$ cat config.mk
export PLATFORM = sky130hd
export DESIGN_NAME = rmdr_ser
export DESIGN_NICKNAME = d
export VERILOG_FILES = /design/src/rtl/rmdr_ser.sv
export SDC_FILE = /design/constraint.sdc
export NUM_CORES = 1
export LEC_CHECK = 0
export ABC_AREA = 1
export CAP_MARGIN = 20
export CORE_ASPECT_RATIO = 0.8
export CORE_MARGIN = 1
export CORE_UTILIZATION = 37
export CTS_BUF_LIST = sky130_fd_sc_hd__clkbuf_16
export DETAILED_ROUTE_END_ITERATION = 8
export PLACE_DENSITY_LB_ADDON = 0.1
export SYNTH_ARGS = -nofsm -noshare
export SYNTH_HDL_FRONTEND = slang
export SYNTH_SLANG_ARGS = --single-unit
export TNS_END_PERCENT = 10
$ cat constraint.sdc
create_clock -name clk -period 1 [get_ports clk]
set_input_delay 0.2 -clock clk [delete_from_list [all_inputs] [get_ports clk]]
set_output_delay 0.2 -clock clk [all_outputs]
set_load 0.01 [all_outputs]
$ cat src/rtl/rmdr_ser.sv
// Word-to-serial front end for an external bit-serial mod-3 checker.
// Serializes each accepted word MSB-first, then samples the checker's verdict.
module rmdr_ser #(
  parameter int unsigned W = 8
) (
  input  logic         clk,
  input  logic         rst,
  input  logic [W-1:0] din,
  input  logic         din_valid,
  output logic         din_ready,
  output logic         ser_clr,
  output logic         ser_bit,
  output logic         ser_last,
  input  logic         chk_in,
  output logic         res_valid,
  output logic         res_div3,
  output logic         busy
);

  localparam int unsigned CW = (W > 1) ? $clog2(W) : 1;
  localparam logic [CW-1:0] CNT_MAX = CW'(W - 1);

  typedef enum logic [1:0] {
    IDLE   = 2'd0,
    SHIFT  = 2'd1,
    SAMPLE = 2'd2
  } state_e;

  state_e        state_q, state_d;
  logic [W-1:0]  shift_q, shift_d;
  logic [CW-1:0] cnt_q, cnt_d;
  logic          res_valid_q, res_valid_d;
  logic          res_div3_q, res_div3_d;

  always_ff @(posedge clk) begin
    if (rst) begin
      state_q     <= IDLE;
      shift_q     <= '0;
      cnt_q       <= '0;
      res_valid_q <= 1'b0;
      res_div3_q  <= 1'b0;
    end else begin
      state_q     <= state_d;
      shift_q     <= shift_d;
      cnt_q       <= cnt_d;
      res_valid_q <= res_valid_d;
      res_div3_q  <= res_div3_d;
    end
  end

  always_comb begin
    state_d     = state_q;
    shift_d     = shift_q;
    cnt_d       = cnt_q;
    res_valid_d = 1'b0;
    res_div3_d  = res_div3_q;
    case (state_q)
      IDLE: begin
        if (din_valid) begin
          state_d = SHIFT;
          shift_d = din;
          cnt_d   = CNT_MAX;
        end
      end
      SHIFT: begin
        shift_d = {shift_q[W-2:0], 1'b0};
        // Leave on the LSB cycle rather than wrapping the counter.
        if (cnt_q == '0) begin
          state_d = SAMPLE;
        end else begin
          cnt_d = cnt_q - CW'(1);
        end
      end
      SAMPLE: begin
        res_div3_d  = chk_in;
        res_valid_d = 1'b1;
        state_d     = IDLE;
      end
      default: state_d = IDLE;
    endcase
  end

  always_comb begin
    din_ready = (state_q == IDLE);
    ser_clr   = (state_q == IDLE);
    busy      = (state_q != IDLE);
    ser_bit   = (state_q == SHIFT) ? shift_q[W-1] : 1'b0;
    ser_last  = (state_q == SHIFT) && (cnt_q == '0);
  end

  assign res_valid = res_valid_q;
  assign res_div3  = res_div3_q;

endmodule

== Word-level counts from Yosys, hierarchy flattened ==
Cells that the tools add are included.
W data, S select, Z words.
Storage, ports and cells
  register bits after elaboration: 15
  input port bits: 12
  logic and storage cells: 29
  output and inout bits: 7
Cells by class
  equality and inequality tests: 5
  reductions and logical operators: 8
  $add $sub $neg: 1
  mux-type cells: 10
Operator list (number)
  $pmux W8 S2: 1
  $mux W8: 1
  $mux W3: 2
  $ne A2 B2 Y1 const B: 3
  $pmux W3 S2: 1
  $mux W2: 2
  $pmux W2 S2: 1
  $reduce_and A2 Y1: 2
  $reduce_bool A2 Y1: 2
  $logic_not A3 Y1: 1
  $reduce_and A3 Y1: 1
  $sub A3 B1 Y3 const B: 1
  $eq A2 B1 Y1 const B: 1
  $eq A2 B2 Y1 const B: 1
  $logic_not A2 Y1: 1
  $mux W1: 2
  $logic_and A1 B1 Y1: 1

== Longest topological paths before layout ==
Gate-level depths: netlist (run 1).
  depth after elaboration: 3
  mapped depth: 7
  mapped depth without buffers: 7

== Worst setup path after synthesis (run 1) ==
No wires, ideal clock.
  path type: reg-to-reg
  from: register state_q[0]
  to: register shift_q[1]
  path buffers: 0
  data required time: 0.884 ns
  slack: -0.063 ns
  period minus slack after synthesis: 1.063 ns
  stages on the path, launching flop included: 5
  arrival: 0.948 ns
  library setup time: 0.116 ns
  path through: dfxtp_1 -> o21ai_2 -> inv_1 -> o21ai_0 -> nor2_1
Between the ends
  word-level cells in the longest chain between the ends: 3
  elaborated cells on any way between the ends: 6
  those cells by class: 2 x eq/ne; 1 x mux; 3 x reduce/logical
RTL lines
  start: declaration: line 29  | state_e state_q, state_d;
  start signal: assignment: line 43  | state_q <= state_d;
  $eq A2 B1 Y1 or $logic_not A2 Y1 (tied branches): line 57  | case (state_q)
  $reduce_bool A2 Y1 (no line) or $ne A2 B2 Y1 (tied branches)
  $reduce_and A2 Y1 (no line)
  end signal: assignment: line 44  | shift_q <= shift_d;
  end: declaration: line 30  | logic [W-1:0] shift_q, shift_d;
Several ways; a longest one is shown, not always the timed one.
A chain may end at the register's enable or synchronous reset.

== Worst setup path after layout (run 1) ==
  from: register cnt_q[0]
  to: output ser_last
Between the ends
  word-level cells in the longest chain between the ends: 2
RTL lines
  start: declaration: line 31  | logic [CW-1:0] cnt_q, cnt_d;
  start signal: assignment: line 45  | cnt_q <= cnt_d;
  $logic_not A3 Y1: line 88  | ser_last = (state_q == SHIFT) && (cnt_q == '0);
  $logic_and A1 B1 Y1: line 88
  end: declaration: line 13  | output logic ser_last,
Every way passes these cells.

==> results.md, run 1 <==
- Status: complete, but fails checks
- Failing checks: negative setup slack
- Tcrit/Tclk final: 120.5%
- Gpl congestion: 0.7912
- 1st-pass router iterations: 4
- Post-synth EDFFs: 0
- Detailed Route Iter0 Violations: 4
- Row count: 13
- Hold WC Path Type: flip-flop to flip-flop
- Main flop type after synthesis: dfxtp_1
- Layout Utilization: 66.72%
- Synthesized netlist cell count: 105
- Final #Nets: 156
- IO buf count: 18
- CTS Buf Count: 3
- Avg Inst Size Synth: 6.566 um2
- Seq cells post-synth: 15
- Cell Count, Final, Fillers Out: 163
- Fin Setup TNS: -1.318 ns
- Yosys top cell area share: 43.56%
- Setup WS post-layout: -0.2046 ns
- Worst setup SP type: flip-flop
- Data arrival, critical path: 1.00 ns
- Clk root buf: clkbuf_16
- Initial Utilization: 40.75%
- WHS: 0.4554 ns
- Drt total wl: 1655 um
- CTS tree: yes
- Final ANT Viol Nets: 0
- Initial antenna violation count: 0
- Synth top cells by count: nand2_1, nor2_1, dfxtp_1
- Placed Area: 0.001005 mm2
- Number of max-cap violations: 0
- Synth Net Count: 119
- Final Hold Vio Count: 0
- Worst Path Required: 0.80 ns
- RSZ-0062 raised after global routing: true
- Final Cell Area: 0.001129 mm2
- CP top delay family: flip-flops
- I/O pins: 19
- WS Path Type: flip-flop to output pin
- Area contributors post-synth: dfxtp_1, nand2_1, nor2_1
- CP max-delay cell: dfxtp_2
- Inserted Diodes: 0
- Clock Pin Slew Worst Setup and Hold Paths: 0.05 ns
- Post-route DRC: 0
- Netlist cell types: 11
- Max Buffers Root-to-Sink: 2
- Yosys warning count: 0
- Die height: 40.61 um
- Part of the Yosys area used for sequential elements: 43.56%
- Setup Skew: 0.003175 ns
- Leak: 0.5375 nW
- Vias: 739
- Largest net degree at the start of global routing: 11
- Buf/Inv on CP: 3
- Asr flop ratio synth: 0%
- Vias/cell: 4.534
- Core area: 0.001692 mm2
- Max transition margin: 83.15%
- Least-Margin Pin Slew: 0.2524 ns
- First-pass GRT wire length: 2484 um
- Routed WL per cell: 10.15 um
- H-tree levels: 1
- Number of instances in the placed design: 157
- Chip width: 50.26 um
- Top-count cell post-synth: nand2_1
- CP cell instances: inv_2 -> ha_4 -> nand3_4 -> inv_2 -> buf_6
- Die ar.: 0.002041 mm2
- Total track usage: 18.36%
- CTS sink count: 15
- Setup crit end kind: output pin
- PwrDens: 1812 mW/mm2
- Most used cell, CP: inv_2
- CP max FO: 2
- Post-Syn Area: 689.4 um2
- Post-synth top area cell: dfxtp_1
- Fmax: 0.8302 GHz
- Filler cell count: 154
- CTS hold repair buffers: 0
- Post-DP HPWL: 1156 um
- Endpoints failing setup: 17
- Max incr delay on CP: 0.33 ns
- Worst skew pair latency: 0.25 ns
- Total power: 2.045 mW
- Max-slew violation count: 0
- Pre-CTS setup slack: -0.4189 ns
- Layout cells sized above 1: 31.91%
- Vias in the first global route: 584
- GR Overflow Total: 0
- Tmin final: 1.205 ns
- Area growth syn-to-layout: 63.70%
- Peak VDD IR: 1.239 mV
-- final timing paths --
check / startpoint / end / slack (ns) / depth (start not counted)
min: res_div3 / res_div3 / 0.46 / 2
min reg2reg: res_div3 / res_div3 / 0.46 / 2
max: cnt_q[0] / ser_last / -0.20 / 5
max reg2reg: state_q[0] / cnt_q[2] / -0.15 / 7
-- kinds of logic (layout without fill, tap and decap cells) --
logic type	count (synthesis)	in the layout	share of synthesized area [%]
buffers and inverters	13	49	8.166
adder cells (fa/ha/maj)	2	2	3.629
AND/OR/NAND/NOR	62	62	34.66
AO/OA/AOI/OAI	13	13	9.982
flip-flops	15	15	43.56
-- area by class of cell --
class                      instances  area [um2]  area share (%)
multi-input combinational         77       387.9           34.37
timing repair buffer              34       281.5           24.94
clock buffer                       3       75.07           6.652
sequential                        15       310.3           27.49
clock inverter                     1       5.005          0.4435
inverter                          11       41.29           3.659
tap                               22       27.53           2.439
-- where the power goes --
part	leakage (nW)	switching, mW	internal [mW]	total [mW]
Clock	0.0409	0.257	0.535	0.791
Combinational	0.371	0.269	0.277	0.546
Sequential	0.126	0.0419	0.666	0.708
-- flip-flops by register name, summed over array words and instances (netlist names) --
name,flops
res_div3,1
res_valid,1
state_q,2
shift_q,8
cnt_q,3
-- tightest hold or removal path: stages (launching register included) --
cell and delay, ns:
dfxtp_1 0.30, nand2_1 0.06, a21oi_1 0.05
-- layout by cell type (no fill, tap or decap) --
cell type / n
inv_2: 6
inv_1: 5
nor2_4: 2
buf_2: 5
nand2_2: 3
nand3_1: 4
nand2_1: 31
nand3_4: 1
clkbuf_16: 3
dfxtp_1: 11
o21ai_4: 1
ha_1: 1
clkdlybuf4s50_1: 11
nor2_1: 21
clkdlybuf4s15_2: 1
buf_6: 2
dfxtp_2: 2
clkinv_2: 1
a21oi_1: 4
o21ai_1: 8
buf_4: 15
ha_4: 1
dfxtp_4: 2
-- layer usage --
layer	global-route usage [%]	part of all wire, %	routed length, um
met3	6.667	5.9	97
met1	19.46	44	723
met5	0	0	0
met4	14.29	2.9	48
met2	31.33	47	785
-- repair_timing --
item,CTS,global route
pin swaps,7,2
endpoints found under the setup margin,19,17
buffers inserted,2,0
resized for setup,51,2
cloned,0,0
Power figures use the tool's default switching activity.
==> inputs of run 2 (changes only) <==
Settings changed: CORE_ASPECT_RATIO 0.8 to unset.
==> results.md, run 2 (same netlist as run 1, synthesis figures left out) <==
- Status: complete, but fails checks
- Failing checks: negative setup slack
- Chip width: 45.17 um
- CTS sink count: 15
- Setup WS post-layout: -0.1884 ns
- Cell Count, Final, Fillers Out: 165
- Setup crit end: ser_last
- GR peak layer: met2
- IO buf count: 18
- Grt met2 use: 26.96%
- Hold_sp: din_valid
- Gpl congestion: 0.7553
- Fmax: 0.8415 GHz
- GR Util met1: 22.60%
- First-pass GRT wire length: 2525 um
- Max incr delay on CP: 0.37 ns
- Endpoints failing setup: 13
- Commonest non-fill, non-tap cells in the layout: nand2_1, nor2_1, buf_4
- CTS tree: yes
- Vias: 730
- Worst setup SP type: flip-flop
- Inserted Diodes: 0
- Placed Area: 0.001008 mm2
- Leak: 0.5452 nW
- Vias in the first global route: 606
- Max transition margin: 81.54%
- PwrDens: 1774 mW/mm2
- Clk root buf: clkbuf_16
- Fin Setup TNS: -1.148 ns
- Worst Path Required: 0.80 ns
- Largest Register: shift_q
- CP max-delay cell: dfxtp_4
- CTS hold repair buffers: 0
- Die ar.: 0.002040 mm2
- CTS Buf Count: 3
- RSZ-0062 raised after global routing: true
- Routed WL per cell: 9.448 um
- Hold WC Path Type: input pin to flip-flop
- Met3 GRT Util: 3.600%
- Max-slew violation count: 0
- R2R Setup Slk: -0.17 ns
- Number of instances in the placed design: 160
- Most common cell after layout, fill and taps aside: nand2_1
- CP cell instances: inv_2 -> nor2_4 -> nand3_2 -> inv_2 -> buf_6
- Detailed Route Iter0 Violations: 23
- Worst Reg-to-Reg Cells: 7
- R2r startpoint: state_q[0]
- Final ANT Viol Nets: 0
- Initial antenna violation count: 0
- GR Overflow Total: 0
- WS Path Type: flip-flop to output pin
- Die height: 45.17 um
- 1st-pass router iterations: 4
- Least-Margin Pin Slew: 0.2765 ns
- Vias/cell: 4.424
- Core area: 0.001745 mm2
- Area growth syn-to-layout: 61.34%
- Final Hold Vio Count: 0
- Max reg flops: 8
- WHS: 0.3406 ns
- Layout cells sized above 1: 28.57%
- H-tree levels: 1
- Setup crit end kind: output pin
- Max Buffers Root-to-Sink: 2
- CP top delay family: flip-flops
- Setup Skew: 0.001785 ns
- Largest net degree at the start of global routing: 11
- Post-route DRC: 0
- CP max FO: 4
- Biggest regs: shift_q x8, cnt_q x3, state_q x2
- Most used cell, CP: inv_2
- Tmin final: 1.188 ns
- Post-DP HPWL: 1124 um
- Initial Utilization: 39.50%
- Final Cell Area: 0.001112 mm2
- Final #Nets: 155
- Tcrit/Tclk final: 118.8%
- Clock Pin Slew Worst Setup and Hold Paths: 0.05 ns
- Data arrival, critical path: 0.99 ns
- Worst skew pair latency: 0.24 ns
- WP depth: 5
- FF-to-FF End: cnt_q[2]
- Buf/Inv on CP: 3
- Number of max-cap violations: 0
- Row count: 15
- I/O pins: 19
- CP Launch Point: state_q[0]
- Drt total wl: 1559 um
- Total track usage: 16.89%
- Peak VDD IR: 1.246 mV
## run 2: worst register-to-register path: cells and delay by family, from the launching register on
| family | cells | cell delay [ns] |
|---|---|---|
| buffers and inverters | 2 | 0.23 |
| flip-flops | 1 | 0.37 |
| AND/OR/NAND/NOR | 4 | 0.37 |
| AO/OA/AOI/OAI | 1 | 0.13 |
## run 2: repair_timing
action,CTS,global route
buffers inserted,1,0
resized for setup,40,9
setup endpoints to repair,19,19
pin swaps,3,1
## run 2: layout make-up
type | instances | area, um2
fill | 159 | 633.1
multi-input combinational | 77 | 376.6
sequential | 15 | 310.3
timing repair buffer | 33 | 274.0
clock buffer | 3 | 75.07
inverter | 11 | 41.29
tap | 25 | 31.28
clock inverter | 1 | 3.754
## run 2: power breakdown
part           total, mW  leakage (nW)  internal [mW]  switching, mW
Combinational      0.508         0.377          0.258          0.250
Sequential         0.707         0.126          0.666         0.0404
Clock              0.759        0.0423          0.529          0.230
## run 2: metal layers
layer	wire length (um)	up-vias
met5	0	-
met3	68	2
li1	-	397
met4	10	0
met1	746	315
met2	733	16
## run 2: worst min-delay path by stage
stage                     cells past startpoint  slack [ns]         end
after detailed placement                      2        0.45    res_div3
after CTS                                     2        0.46    res_div3
after floorplan                               1        0.26  state_q[0]
final                                         3        0.34  state_q[0]
after global routing                          3        0.36  shift_q[0]
after global placement                        2        0.44    res_div3
## run 2: stage by stage
step | setup WS, ns | util [%] | total power [mW]
after floorplan | -0.005075 | - | 0.9573
after global placement | -0.3982 | 57.78 | 1.181
after detailed placement | -0.4050 | 57.78 | 1.188
after CTS | -0.1819 | 63.58 | 1.965
after global routing | -0.2423 | 63.73 | 2.067
final | -0.1884 | 63.73 | 1.974
==> inputs of run 3 (changes only) <==
Clock period 1 ns to 1.3 ns, I/O delays scaled along.
==> results.md, run 3 (same netlist as run 1, synthesis figures left out) <==
- Multi-input gate area: 345.3 um2
- Initial antenna violation count: 0
- GR Overflow Total: 0
- IO buf count: 18
- Setup Skew: 0.005217 ns
- Biggest regs: shift_q x8, cnt_q x3, state_q x2
- RSZ-0062 raised after global routing: true
- Leak: 0.5340 nW
- Area growth syn-to-layout: 53.72%
- Gpl congestion: 0.7933
- Pre-CTS setup slack: -0.1563 ns
- CTS Buf Count: 3
- Final Hold Vio Count: 0
- Detailed Route Iter0 Violations: 12
- Tcrit/Tclk final: 100.3%
- Register Area: 304.0 um2
- Worst skew pair latency: 0.24 ns
- Drt total wl: 1499 um
- Worst setup SP type: flip-flop
- Final #Nets: 154
- Max Buffers Root-to-Sink: 2
- H-tree levels: 1
- Row count: 15
- Data arrival, critical path: 1.04 ns
- Least-Margin Pin Slew: 0.2463 ns
- 1st-pass router iterations: 4
- Max-slew violation count: 0
- Final Cell Area: 0.001060 mm2
- Most common cell after layout, fill and taps aside: nand2_1
- Hold WC Path Type: flip-flop to flip-flop
- First-pass GRT wire length: 2511 um
- Inserted Diodes: 0
- Clk root buf: clkbuf_16
- Initial Utilization: 39.50%
- Endpoints failing setup: 1
- Largest net degree at the start of global routing: 11
- CTS tree: yes
- Max reg flops: 8
- Largest Register: shift_q
- CP max FO: 2
- Worst Path Required: 1.04 ns
- Layout cells sized above 1: 22.30%
- Setup crit end kind: output pin
- Status: complete, but fails checks
- Vias/cell: 4.372
- Tmin final: 1.304 ns
- Vias in the first global route: 608
- Core area: 0.001745 mm2
- Vias: 717
- Filler cell count: 173
- Final ANT Viol Nets: 0
- CTS sink count: 15
- WS Path Type: flip-flop to output pin
- Commonest non-fill, non-tap cells in the layout: nand2_1, nor2_1, buf_4
- I/O pins: 19
- Total track usage: 17.74%
- Placed Area: 991.0 um2
- Number of max-cap violations: 0
- Max transition margin: 83.56%
- PwrDens: 1393 mW/mm2
- Chip width: 45.17 um
- Clock Pin Slew Worst Setup and Hold Paths: 0.05 ns
- Die ar.: 0.002040 mm2
- Failing checks: negative setup slack
- Post-DP HPWL: 1086 um
- Post-route DRC: 0
- Peak VDD IR: 1.365 mV
- Setup WS post-layout: -0.004147 ns
- Routed WL per cell: 9.140 um
- Die height: 45.17 um
- Fmax: 0.7668 GHz
==> run 3: cell types whose count changed in the layout (fill, tap and decap cells not counted), sizes merged <==
cell / change
clkdlybuf4s50: +1
dlygate4sd2: +2
inv: -1
clkbuf: +1
buf: -4
dlymetal6s2s: -1
clkinv: +1
==> run 3: timing repair <==
item / CTS / global route
hold buffers: 0 / 0
pin swaps: 1 / 0
buffers inserted: 0 / 0
setup endpoints to repair: 7 / 5
resized for setup: 21 / 6
gates cloned: 0 / 0
==> run 3: per-layer routing <==
metal | global-route usage [%] | up-vias | routed length, um
li1 | - | 391 | -
met1 | 20.44 | 310 | 708
met2 | 28.99 | 14 | 691
met3 | 6.000 | 2 | 78
met4 | 9.091 | 0 | 21
met5 | 0 | - | 0
==> run 3: final cells by class <==
cell class	instances	area share (%)
Clock buffer	3	7.084
Clock inverter	1	0.4723
Inverter	11	3.896
Multi-Input combinational cell	77	32.59
Sequential cell	15	28.69
Tap cell	25	2.952
Timing Repair Buffer	32	24.32
==> run 3: path summary, 6_finish.rpt <==
check             cells after the start       start  slack [ns]    endpoint
setup / recovery                      5    cnt_q[0]      -0.004    ser_last
setup reg to reg                      6  state_q[0]        0.10    cnt_q[2]
hold / removal                        2  shift_q[0]        0.46  shift_q[0]
hold reg to reg                       2  shift_q[0]        0.46  shift_q[0]
==> run 3: stage by stage <==
| stage | total power [mW] | instances | utilization, % | TNS, ns | hold WS, ns |
|---|---|---|---|---|---|
| 3_3_place_gp | 0.8948 | 160 | 56.77 | -0.7237 | 0.4440 |
| 4_1_cts | 1.506 | 164 | 61.36 | -0.1184 | 0.4597 |
| 5_1_grt | 1.569 | 164 | 60.72 | -0.07006 | 0.4789 |
| 6_report | 1.477 | 164 | 60.72 | -0.004147 | 0.4569 |
| 3_5_place_dp | 0.9004 | 160 | 56.77 | -0.8864 | 0.4544 |
| 2_1_floorplan | 0.7277 | 105 | - | 0 | 0.3291 |
==> run 3: where the power goes <==
group	total [mW]	leakage (nW)	internal, mW	switching [mW]
combinational	0.347	0.368	0.171	0.176
sequential	0.536	0.125	0.512	0.0234
clock	0.594	0.0409	0.410	0.183
total	1.48	0.534	1.09	0.383
==> run 3: worst max-delay path: stages, from the launching register on <==
cell	delay, ns
dfxtp_2	0.31
inv_1	0.06
ha_2	0.17
nand3_1	0.09
inv_1	0.06
buf_2	0.12
